--- src/rtl/hand_packet_tx.sv ---
// Snapshots left/right hand coordinates on frame_done and streams them as a
// 15-byte framed packet (sync, seq, 12 coordinate bytes, checksum) over valid/ready.
module hand_packet_tx #(
  parameter logic [7:0] SYNC_BYTE = 8'hA5
) (
  input  logic        clk,
  input  logic        reset_n,
  input  logic        frame_done,
  input  logic [15:0] left_x,
  input  logic [15:0] left_y,
  input  logic [15:0] left_z,
  input  logic [15:0] right_x,
  input  logic [15:0] right_y,
  input  logic [15:0] right_z,
  output logic [7:0]  tx_data,
  output logic        tx_valid,
  input  logic        tx_ready,
  output logic        busy,
  output logic [7:0]  seq,
  output logic [7:0]  dropped_count
);

  localparam int unsigned BYTE_W    = 8;
  localparam int unsigned IDX_W     = 4;
  localparam int unsigned NUM_BYTES = 12;

  localparam logic [IDX_W-1:0]  LAST_IDX  = 4'd14;
  localparam logic [IDX_W-1:0]  FIRST_CRD = 4'd2;
  localparam logic [IDX_W-1:0]  LAST_CRD  = 4'd13;
  localparam logic [BYTE_W-1:0] DROP_MAX  = 8'hFF;

  typedef logic [NUM_BYTES-1:0][BYTE_W-1:0] snap_t;

  typedef enum logic {
    IDLE = 1'b0,
    SEND = 1'b1
  } state_t;

  state_t            state, state_d;
  logic [IDX_W-1:0]  idx, idx_d;
  snap_t             snap, snap_d;
  logic [BYTE_W-1:0] seq_r, seq_d;
  logic [BYTE_W-1:0] drop_r, drop_d;
  logic [BYTE_W-1:0] data_r, data_d;

  snap_t frame_snap;
  logic  xfer;
  logic  last_xfer;
  logic  accept;
  logic  drop;

  // Byte 11 of the snapshot is left_x high byte, byte 0 is right_z low byte.
  assign frame_snap = {left_x, left_y, left_z, right_x, right_y, right_z};

  assign xfer      = (state == SEND) && tx_ready;
  assign last_xfer = xfer && (idx == LAST_IDX);
  assign accept    = frame_done && ((state == IDLE) || last_xfer);
  assign drop      = frame_done && (state == SEND) && !last_xfer;

  function automatic logic [BYTE_W-1:0] checksum(input snap_t s, input logic [BYTE_W-1:0] sq);
    logic [BYTE_W-1:0] sum;
    sum = sq;
    for (int i = 0; i < NUM_BYTES; i++) begin
      sum = sum + s[4'(i)];
    end
    return sum;
  endfunction

  function automatic logic [BYTE_W-1:0] payload_byte(input logic [IDX_W-1:0] k,
                                                      input snap_t s,
                                                      input logic [BYTE_W-1:0] sq);
    logic [BYTE_W-1:0] b;
    b = '0;
    if (k == 4'd0) begin
      b = SYNC_BYTE;
    end else if (k == 4'd1) begin
      b = sq;
    end else if (k >= FIRST_CRD && k <= LAST_CRD) begin
      b = s[LAST_CRD - k];
    end else if (k == LAST_IDX) begin
      b = checksum(s, sq);
    end
    return b;
  endfunction

  // State, index, snapshot and all output registers
  always_ff @(posedge clk) begin
    if (!reset_n) begin
      state  <= IDLE;
      idx    <= '0;
      snap   <= '0;
      seq_r  <= '0;
      drop_r <= '0;
      data_r <= '0;
    end else begin
      state  <= state_d;
      idx    <= idx_d;
      snap   <= snap_d;
      seq_r  <= seq_d;
      drop_r <= drop_d;
      data_r <= data_d;
    end
  end

  // Next-state and next-output logic; tx_data is preloaded with the byte at idx_d
  always_comb begin
    state_d = state;
    idx_d   = idx;
    snap_d  = snap;
    seq_d   = seq_r;
    drop_d  = drop_r;
    data_d  = data_r;
    unique case (state)
      IDLE: begin
        if (frame_done) begin
          state_d = SEND;
          idx_d   = '0;
          snap_d  = frame_snap;
          data_d  = SYNC_BYTE;
        end
      end
      SEND: begin
        if (last_xfer) begin
          seq_d = seq_r + 8'd1;
        end
        if (accept) begin
          idx_d  = '0;
          snap_d = frame_snap;
          data_d = SYNC_BYTE;
        end else if (last_xfer) begin
          state_d = IDLE;
          idx_d   = '0;
          data_d  = '0;
        end else if (xfer) begin
          idx_d  = idx + 4'd1;
          data_d = payload_byte(idx + 4'd1, snap, seq_r);
        end
        if (drop && (drop_r != DROP_MAX)) begin
          drop_d = drop_r + 8'd1;
        end
      end
      default: begin
        state_d = IDLE;
      end
    endcase
  end

  assign tx_valid      = (state == SEND);
  assign busy          = (state == SEND);
  assign tx_data       = data_r;
  assign seq           = seq_r;
  assign dropped_count = drop_r;

endmodule

--- config.mk ---
export PLATFORM = sky130hd
export DESIGN_NAME = hand_packet_tx
export DESIGN_NICKNAME = d
export VERILOG_FILES = /design/src/rtl/hand_packet_tx.sv
export SDC_FILE = /design/constraint.sdc
export NUM_CORES = 1
export LEC_CHECK = 0
export BUFFER_PORTS_ARGS = -buffer_cell sky130_fd_sc_hd__buf_2
export CORE_UTILIZATION = 44
export DETAILED_ROUTE_END_ITERATION = 6
export PLACE_DENSITY = 0.7
export SLEW_MARGIN = 20
export SYNTH_ARGS = -nofsm -noshare
export SYNTH_HDL_FRONTEND = slang
export SYNTH_SLANG_ARGS = --single-unit
--- constraint.sdc ---
create_clock -name clk -period 2.6 [get_ports clk]
set_input_delay 0.39 -clock clk [delete_from_list [all_inputs] [get_ports clk]]
set_output_delay 0.39 -clock clk [all_outputs]
set_load 0.01 [all_outputs]
==> qor.csv, run 1 <==
metric,value,unit
htree depth,4,
crit path DAT,2.71,ns
mapped cell area,0.005652,mm^2
# diodes,0,
Die X,115.3,um
Crit path required time,2.90,ns
syn avg cell area,8.512,um^2
Sink Count,125,
via count,5017,
CP Capture Type,flip-flop,
post-CTS setup buffers,0,
largest net degree at the start of global routing,97,
proportion of layout cells with a drive suffix above 1,26.08,%
CTS root buf,clkbuf_16,
Crit Path Category,flip-flop to flip-flop,
share of the synthesized area in the top cell type,44.28,%
Num CTS Buffers,17,
CORE AREA,0.01257,mm^2
initial core utilization,44.97,%
Boundary Pins,126,
Max Transition Viols Final,0,
CTS tree,yes,
Die ar.,0.01330,mm^2
flop-to-flop setup slack,0.19,ns
Final setup violation count,0,
Mapped Nets,773,
vias in the first global route,4791,
HP Class,primary input to flip-flop,
"Reg clk slew, reported paths",0.05,ns
"Distinct cells, synth",47,
vias per cell,5.237,
"commonest non-fill, non-tap cell in the layout",nand2_1,
post-layout min period,2.410,ns
Die H,115.3,um
Final ANT Viol Nets,0,
post-synthesis sequential area ratio,44.28,%
Area Growth Syn to Fin,24.09,%
Congestion Overflow GR,0,
Post-synth EDFFs,0,
worst slew pin tran,0.5330,ns
first-pass GRT wire length,22810,um
"commonest cells after routing, fill and taps aside","nand2_1, buf_2, dfxtp_1",
CP Launch Type,flip-flop,
port bufs,125,
GRT Total Usage,22.56,%
residual DRC count,0,
RSZ-0062 raised after global routing,no,
crit path max fanout,11,
Detailed Route WL,14150,um
row cnt,41,
synth top area cells,"dfxtp_1, nand2_1, a21oi_1, mux4_2, ha_1",
status,finished clean,
Pwr Total,4.956,mW
Worst IR Drop VDD,0.3839,mV
drt wl/cell,14.77,um
fin crit share,92.68,%
PD cells,706.7,mW/mm^2
clock latency on the worst-skew pair,0.42,ns
initial antenna violation count,0,
top_reg_cell synth,dfxtp_1,
LEAKAGE,2.809,nW
Synth Register Bits,125,
Max Clk Rate,0.4150,GHz
Yosys warnings,0,
Max-Cap Viols,0,
placed insts,926,
Final Skew,0.005338,ns
DR iter-0 viols,354,
Post-Syn Instances,664,
ys async rst share,0,%
post-cts hold buffer count,0,
DPL Wire Length,9972,um
fin nets,882,
final-report hold violation count,0,
leading area contributor after synthesis,dfxtp_1,
drt pass-1 iters,4,
fin cells,958,
clk buf depth,2,
setup TNS,0,ns
GP Congestion,0.9487,
Slew HR,64.46,%
## cell usage after synthesis, types with 2 or more instances
cell type and count:
nand2_1 210, inv_1 11, o21a_1 7, o21ai_0 6
nand4_1 4, xnor2_1 10, inv_2 2, xor2_1 6
and4_1 2, and3_1 5, nor2_1 24, and2_1 2
nor3b_1 8, a22oi_1 2, clkbuf_1 20, mux4_2 24
buf_6 3, mux2_2 4, o311ai_1 4, a21oi_1 115
buf_4 8, dfxtp_1 125, o221ai_1 4, ha_1 9
nand3_1 10, nor3_1 4, buf_2 15
## worst paths after layout
path         depth (start not counted)         end  startpoint
max                                  9  tx_data[7]      idx[1]
max reg2reg                          9  tx_data[7]      idx[1]
min                                  3    snap[51]   left_z[3]
min reg2reg                          2    snap[16]    snap[16]
## worst max-delay path, stage by stage, from the launching register on
cell and delay [ns]:
dfxtp_1 0.37, ha_1 0.21, xor2_1 0.25, ha_1 0.21
xnor2_1 0.10, xnor2_2 0.37, buf_4 0.25, nor3b_1 0.06
o311ai_1 0.35, a21oi_1 0.11
## what timing repair did
item                                    4_1_cts  5_1_grt
gates resized for setup                       0        2
hold endpoints to repair                      0        0
endpoints found under the setup margin        0        8
## layout make-up
type                    count  area [um^2]
inverters                  13        50.05
flip-flops and latches    125         2504
repair buffers            137        757.0
multi-input cells         479         2873
clock inverters             6        105.1
clock buffers              26        509.2
well taps                 172        215.2
fillers                  1193         5555
## sequential cells by signal, indices dropped and copies added (netlist names)
| register | flops |
|---|---|
| busy | 1 |
| dropped_count | 8 |
| idx | 4 |
| seq | 8 |
| snap | 96 |
| tx_data | 8 |
## layer usage
metal,share of wire (%),global-route usage (%),up-vias,wire length [um]
li1,-,-,2482,-
met1,43,27.96,2378,6152
met2,49,36.69,135,6925
met3,5.1,6.695,22,723
met4,2.4,9.177,0,343
met5,0,0,-,0
## cell families (layout without fill, tap and decap cells)
| logic type | after synthesis | in the layout | synth area share, % |
|---|---|---|---|
| simple gates | 276 | 276 | 20.30 |
| compound gates | 148 | 148 | 14.90 |
| flops | 125 | 125 | 44.28 |
| buf+inv | 60 | 182 | 5.247 |
| mux | 30 | 30 | 10.80 |
| xor+xnor | 16 | 16 | 2.479 |
| fa+ha+maj | 9 | 9 | 1.993 |
## power by group
| part | internal [mW] | leakage, nW | switching, mW |
|---|---|---|---|
| combinational | 0.202 | 1.48 | 0.258 |
| clock | 1.63 | 0.304 | 0.802 |
| sequential | 2.01 | 1.02 | 0.0531 |
## through the flow
stage               hold slack (ns)  cell area, um^2  setup WS (ns)  util (%)
global route                 0.2101             7013        0.04445     55.80
floorplan                    0.4331             5652         0.1989         -
global placement             0.4409             6387         0.2193     50.82
detailed placement           0.4457             6387        0.02983     50.82
CTS                          0.1989             7002        0.02753     55.71
finish                       0.2090             7013         0.1903     55.80
No activity file was read; power rests on OpenSTA's default activity.
==> inputs of run 2 (changes only) <==
GPL_TIMING_DRIVEN = 0   (was not set)
==> run 2 against run 1 <==
Compared with the run above:
- first-iteration DRC count decreased by 4.8%
- sequential share of layout area is 0.90 points lower
- routed wire length rose by 7.7%
- hold slack worse by 0.0014 ns
- maximum frequency fell by 5.1%
- clock power down 5%
- non-clock buffer count increased by 38
- via count rose by 2.5%
- critical path type unchanged
- core utilization is 1.5 points higher
- power is 1.5% lower
- count of clock-buffer cells in the layout fell by 1
==> qor.csv, run 2 (synthesis gave the netlist of run 1 again) <==
metric,value,unit,change
status,finished clean,,
R2R depth,10,,+1
CP Launch Type,flip-flop,,
PD cells,677.4,mW/mm^2,-4.1%
DPL Wire Length,10900,um,+9.3%
"commonest cells after routing, fill and taps aside","nand2_1, buf_2, dfxtp_1",,
residual DRC count,0,,unchanged
worst slew pin tran,0.6527,ns,+0.1196 ns
first-pass GRT wire length,23950,um,+5.0%
max reg flops,96,,unchanged
Finished Core Util,57.33,%,+1.5 points
crit path max fanout,10,,-1
largest net degree at the start of global routing,17,,-82%
sw frac,23.51,%,+1.1 points
crit path DAT,2.83,ns,+0.12 ns
"Reg clk slew, reported paths",0.06,ns,about the same
Worst IR Drop VDD,0.4645,mV,+21%
CP max-delay cell,dfxtp_4,,
Clock power frac,47.5,%,-1.6 points
Pint,3.734,mW,-2.8%
fin crit share,97.63,%,+4.9 points
post-cts hold buffer count,0,,unchanged
Max-Cap Viols,0,,unchanged
clk buf depth,2,,unchanged
CORE AREA,0.01257,mm^2,unchanged
htree depth,4,,unchanged
Die X,115.3,um,unchanged
vias per cell,5.162,,-1.4%
Congestion Overflow GR,0,,unchanged
DR iter-0 viols,337,,-4.8%
Detailed Route WL,15240,um,+7.7%
max incr delay on CP,0.39,ns,+0.02 ns
Worst Path Buf+Inv,3,,+2
Max Clk Rate,0.3940,GHz,-5.1%
worst hold slack,0.2076,ns,-0.001447 ns
largest reg by FF count,snap,,
row cnt,41,,unchanged
# diodes,0,,unchanged
Max Transition Viols Final,0,,unchanged
vias in the first global route,4770,,-0.44%
fin nets,920,,+4.3%
Die ar.,0.01330,mm^2,unchanged
Post-DP Area,0.006487,mm^2,+1.6%
hold_sp,right_y[12],,
Num CTS Buffers,17,,unchanged
proportion of layout cells with a drive suffix above 1,28.28,%,+2.2 points
fill cell count,1171,,-1.8%
CTS root buf,clkbuf_16,,
Die H,115.3,um,unchanged
LEAKAGE,2.883,nW,+2.6%
"commonest non-fill, non-tap cell in the layout",nand2_1,,
final-report hold violation count,0,,unchanged
combinational power share,10.3,%,+1.0 points
port bufs,124,,-0.80%
sink of the worst hold path,snap[28],,
Crit path top cell by count,xnor2_1,,
HP Class,primary input to flip-flop,,
Final Skew,0.01123,ns,+0.005892 ns
"critical path, cell by cell",buf_12 -> inv_1 -> ha_4 -> ha_1 -> xnor2_1 -> xnor2_1 -> clkdlybuf4s15_2 -> nor3b_1 -> o311ai_2 -> a21oi_1,,
Boundary Pins,126,,unchanged
drt wl/cell,15.30,um,+3.6%
GRT Total Usage,24.28,%,+1.7 points
dpl ws,-0.3834,ns,-0.4132 ns
FF-to-FF End,tx_data[7],,
final worst slack,0.06166,ns,-0.1286 ns
hold path cells,3,,unchanged
drt pass-1 iters,5,,+1
Pwr Total,4.881,mW,-1.5%
Psw,1.147,mW,+3.1%
CTS tree,yes,,
clock latency on the worst-skew pair,0.42,ns,about the same
fin area,0.007206,mm^2,+2.7%
sequential share of power,42.2,%,+0.5 points
via count,5141,,+2.5%
post-layout min period,2.538,ns,+0.1286 ns
GP Congestion,0.8713,,-8.2%
initial antenna violation count,0,,unchanged
Worst path top cell family by delay,buffers and inverters,,
Slew HR,56.49,%,-8.0 points
RR Startpoint,idx[0],,
Sink Count,125,,unchanged
Area Growth Syn to Fin,27.50,%,
Final ANT Viol Nets,0,,unchanged
initial core utilization,44.97,%,unchanged
Final setup violation count,0,,unchanged
CP Capture Type,flip-flop,,
Crit Path Category,flip-flop to flip-flop,,
flop-to-flop setup slack,0.06,ns,-0.13 ns
Crit path required time,2.89,ns,about the same
==> run 2: cell count changes in the layout (fill, tap and decap cells not counted), sizes merged <==
cell	before	now
clkbuf	26	45
buf	137	154
bufinv	3	2
clkdlybuf4s15	0	1
clkinv	4	5
inv	12	13
==> run 2: metal layers <==
metal  vias to the layer above  part of all wire, %  global-route usage, %
met2                       156                   49                  40.28
met1                      2411                   45                  31.22
met3                        16                  4.9                  5.430
met5                         -                    0                      0
li1                       2558                    -                      -
met4                         0                  1.1                  8.139
==> run 2: timing repair <==
item | CTS | global route
pin swaps | 0 | 2
endpoints found under the setup margin | 8 | 8
gates cloned | 0 | 1
resized for setup | 12 | 13
buffers inserted | 0 | 3
==> run 2: worst max path at each step <==
stage,from,end,slack (ns),cells past startpoint
detailed placement,idx[0],tx_data[7],-0.38,9
CTS,idx[0],tx_data[7],0.03,9
finish,idx[0],tx_data[7],0.06,10
floorplan,idx[0],tx_data[1],0.20,10
global route,idx[1],tx_data[3],-0.11,9
global placement,idx[0],tx_data[7],-0.37,9
==> run 2: power groups by stage <==
stage                     clock [mW]  sequential, mW  combinational (mW)
final                           2.32            2.06               0.502
after global routing            2.44            2.07               0.554
after CTS                       2.35            2.06               0.493
after detailed placement           0            2.10               0.486
after global placement             0            2.10               0.482
after floorplan                    0            2.09               0.301
==> run 2: metrics by stage <==
| stage | TNS [ns] | std cells |
|---|---|---|
| after global placement | -2.332 | 960 |
| after CTS | 0 | 992 |
| after global routing | -0.5892 | 996 |
| final | 0 | 996 |
| after floorplan | 0 | 664 |
| after detailed placement | -2.500 | 960 |
==> run 2: area by class of cell <==
class	instances	area (um^2)	area share (%)
multi-input combinational	479	2925	40.60
clock inverter	7	85.08	1.181
tap	172	215.2	2.987
inverter	13	48.80	0.6772
clock buffer	25	495.5	6.876
timing repair buffer	128	654.4	9.081
buffer	47	274.0	3.803
sequential	125	2507	34.80
==> run 2: worst min-delay path: cells and delay by family <==
family / cells / cell delay (ns)
buffers and inverters: 1 / 0.09
AOI/OAI and AO/OA: 1 / 0.05
and+or+nand+nor: 1 / 0.04
==> inputs of run 3 (changes only) <==
CTS_BUF_LIST = sky130_fd_sc_hd__clkbuf_4   (was not set)
PLACE_DENSITY = 0.69   (was 0.7)
==> run 3 against run 2 <==
Compared with the run above:
- count of clock-buffer cells in the layout fell by 3
- routed wire length rose by 1.2%
- non-clock buffer count rose by 3
- combinational power barely moved
- final area fell by 4.1%
- maximum frequency rose by 0.73%
- critical path depth rose by 1
==> qor.csv, run 3 (synthesis gave the netlist of run 1 again) <==
metric,value,unit,change
Crit path required time,3.03,ns,+0.14 ns
"commonest cells after routing, fill and taps aside","nand2_1, buf_2, dfxtp_1",,
GP Congestion,0.8903,,+2.2%
met1 usage,29.81,%,-1.4 points
Die X,115.3,um,unchanged
# diodes,0,,unchanged
sequential share of power,53.3,%,+11 points
fin crit share,96.92,%,-0.71 points
status,finished clean,,
grt peak-use layer,met2,,
Worst path top cell family by delay,buffers and inverters,,
port bufs,124,,unchanged
drt wl/cell,15.45,um,+0.94%
Finished Core Util,54.96,%,-2.4 points
Max-Cap Viols,0,,unchanged
crit path max fanout,6,,-4
"Reg clk slew, reported paths",0.12,ns,+0.06 ns
final-report hold violation count,0,,unchanged
CTS root buf,clkbuf_4,,
"commonest non-fill, non-tap cell in the layout",nand2_1,,
sw frac,26.49,%,+3.0 points
Pint,2.838,mW,-24%
CP Capture Type,flip-flop,,
PD cells,558.9,mW/mm^2,-17%
Final setup violation count,0,,unchanged
Die ar.,0.01330,mm^2,unchanged
combinational power share,13.1,%,+2.8 points
CP max-delay cell,dfxtp_4,,
clk buf depth,2,,unchanged
Worst IR Drop VDD,0.3013,mV,-35%
via count,5237,,+1.9%
HP Class,primary input to flip-flop,,
DPL Wire Length,11320,um,+3.9%
post-layout min period,2.520,ns,-0.01834 ns
vias in the first global route,4959,,+4.0%
vias per cell,5.242,,+1.6%
Final Skew,0.02305,ns,+0.01182 ns
Max Transition Viols Final,0,,unchanged
crit path DAT,2.95,ns,+0.12 ns
first-pass GRT wire length,24000,um,+0.20%
Area Growth Syn to Fin,22.23,%,
Psw,1.023,mW,-11%
"critical path, cell by cell",buf_12 -> clkinvlp_4 -> ha_4 -> ha_1 -> xnor2_1 -> xnor2_1 -> buf_4 -> buf_4 -> nor3b_1 -> o311ai_2 -> a21oi_1,,
Max Clk Rate,0.3968,GHz,+0.73%
clock latency on the worst-skew pair,0.54,ns,+0.12 ns
met3 Use GR,5.535,%,+0.11 points
met2 Track Usage GR,40.04,%,-0.24 points
proportion of layout cells with a drive suffix above 1,28.54,%,+0.26 points
Sink Count,125,,unchanged
DR iter-0 viols,346,,+2.7%
max reg flops,96,,unchanged
worst slew pin tran,0.6600,ns,+0.007369 ns
initial antenna violation count,0,,unchanged
initial core utilization,44.97,%,unchanged
drt pass-1 iters,6,,+1
placed insts,960,,unchanged
fin nets,923,,+0.33%
max incr delay on CP,0.41,ns,+0.02 ns
CORE AREA,0.01257,mm^2,unchanged
fin cells,999,,+0.30%
Worst Path Buf+Inv,4,,+1
Slew HR,56.00,%,-0.49 points
largest net degree at the start of global routing,17,,unchanged
Detailed Route WL,15430,um,+1.2%
htree depth,4,,unchanged
Final ANT Viol Nets,0,,unchanged
Boundary Pins,126,,unchanged
Die H,115.3,um,unchanged
CP Launch Type,flip-flop,,
LEAKAGE,2.760,nW,-4.3%
residual DRC count,0,,unchanged
GRT Total Usage,24.19,%,-0.085 points
largest reg by FF count,snap,,
Congestion Overflow GR,0,,unchanged
post-cts hold buffer count,0,,unchanged
Num CTS Buffers,17,,unchanged
Crit Path Category,flip-flop to flip-flop,,
row cnt,41,,unchanged
CTS tree,yes,,
Clock power frac,33.6,%,-14 points
run 3: per-layer routing:
layer | vias to the layer above | routed length, um | part of all wire, %
met3 | 31 | 962 | 6.2
met5 | - | 0 | 0
met4 | 0 | 440 | 2.9
li1 | 2570 | - | -
met1 | 2453 | 6513 | 42
met2 | 183 | 7513 | 49
run 3: power groups by stage:
stage	clock (mW)	combinational, mW	sequential [mW]
CTS	1.32	0.491	2.06
global placement	0	0.475	2.10
detailed placement	0	0.485	2.10
floorplan	0	0.301	2.09
global route	1.41	0.558	2.07
finish	1.30	0.505	2.06
run 3: timing repair:
item	in CTS	in global routing
setup buffers	0	6
gates resized for setup	13	10
pin swaps	0	2
gates cloned	0	1
endpoints found under the setup margin	8	19
run 3: area by class of cell:
type	instances	area (um^2)
repair buffers	131	676.9
inverters	13	52.55
clock buffers	22	165.2
fillers	1189	5660
clock inverters	10	97.59
well taps	172	215.2
plain buffers	47	279.0
flip-flops and latches	125	2507
multi-input cells	479	2914
run 3: worst paths after layout:
check	from	to	slack, ns	cells after the start
min reg2reg	snap[7]	snap[7]	0.46	2
max reg2reg	idx[0]	tx_data[7]	0.08	11
max	idx[0]	tx_data[7]	0.08	11
min	right_z[12]	snap[12]	0.07	3
run 3: stage by stage:
stage / total power [mW] / hold slack (ns) / TNS (ns) / area (um^2) / worst slack [ns]
final: 3.861 / 0.07399 / 0 / 6908 / 0.08000
after global routing: 4.033 / 0.05148 / -0.05447 / 6908 / -0.01487
after CTS: 3.867 / 0.03283 / 0 / 6799 / 0.02150
after detailed placement: 2.586 / 0.4470 / -2.723 / 6487 / -0.3992
after global placement: 2.571 / 0.4410 / -2.169 / 6487 / -0.3412
after floorplan: 2.389 / 0.4331 / 0 / 5652 / 0.1989
run 3: worst register-to-register path: stages, from the launching register on:
cell and delay [ns]:
dfxtp_4 0.41, buf_12 0.12, clkinvlp_4 0.12, ha_4 0.28
ha_1 0.19, xnor2_1 0.13, xnor2_1 0.25, buf_4 0.20
buf_4 0.12, nor3b_1 0.05, o311ai_2 0.40, a21oi_1 0.13
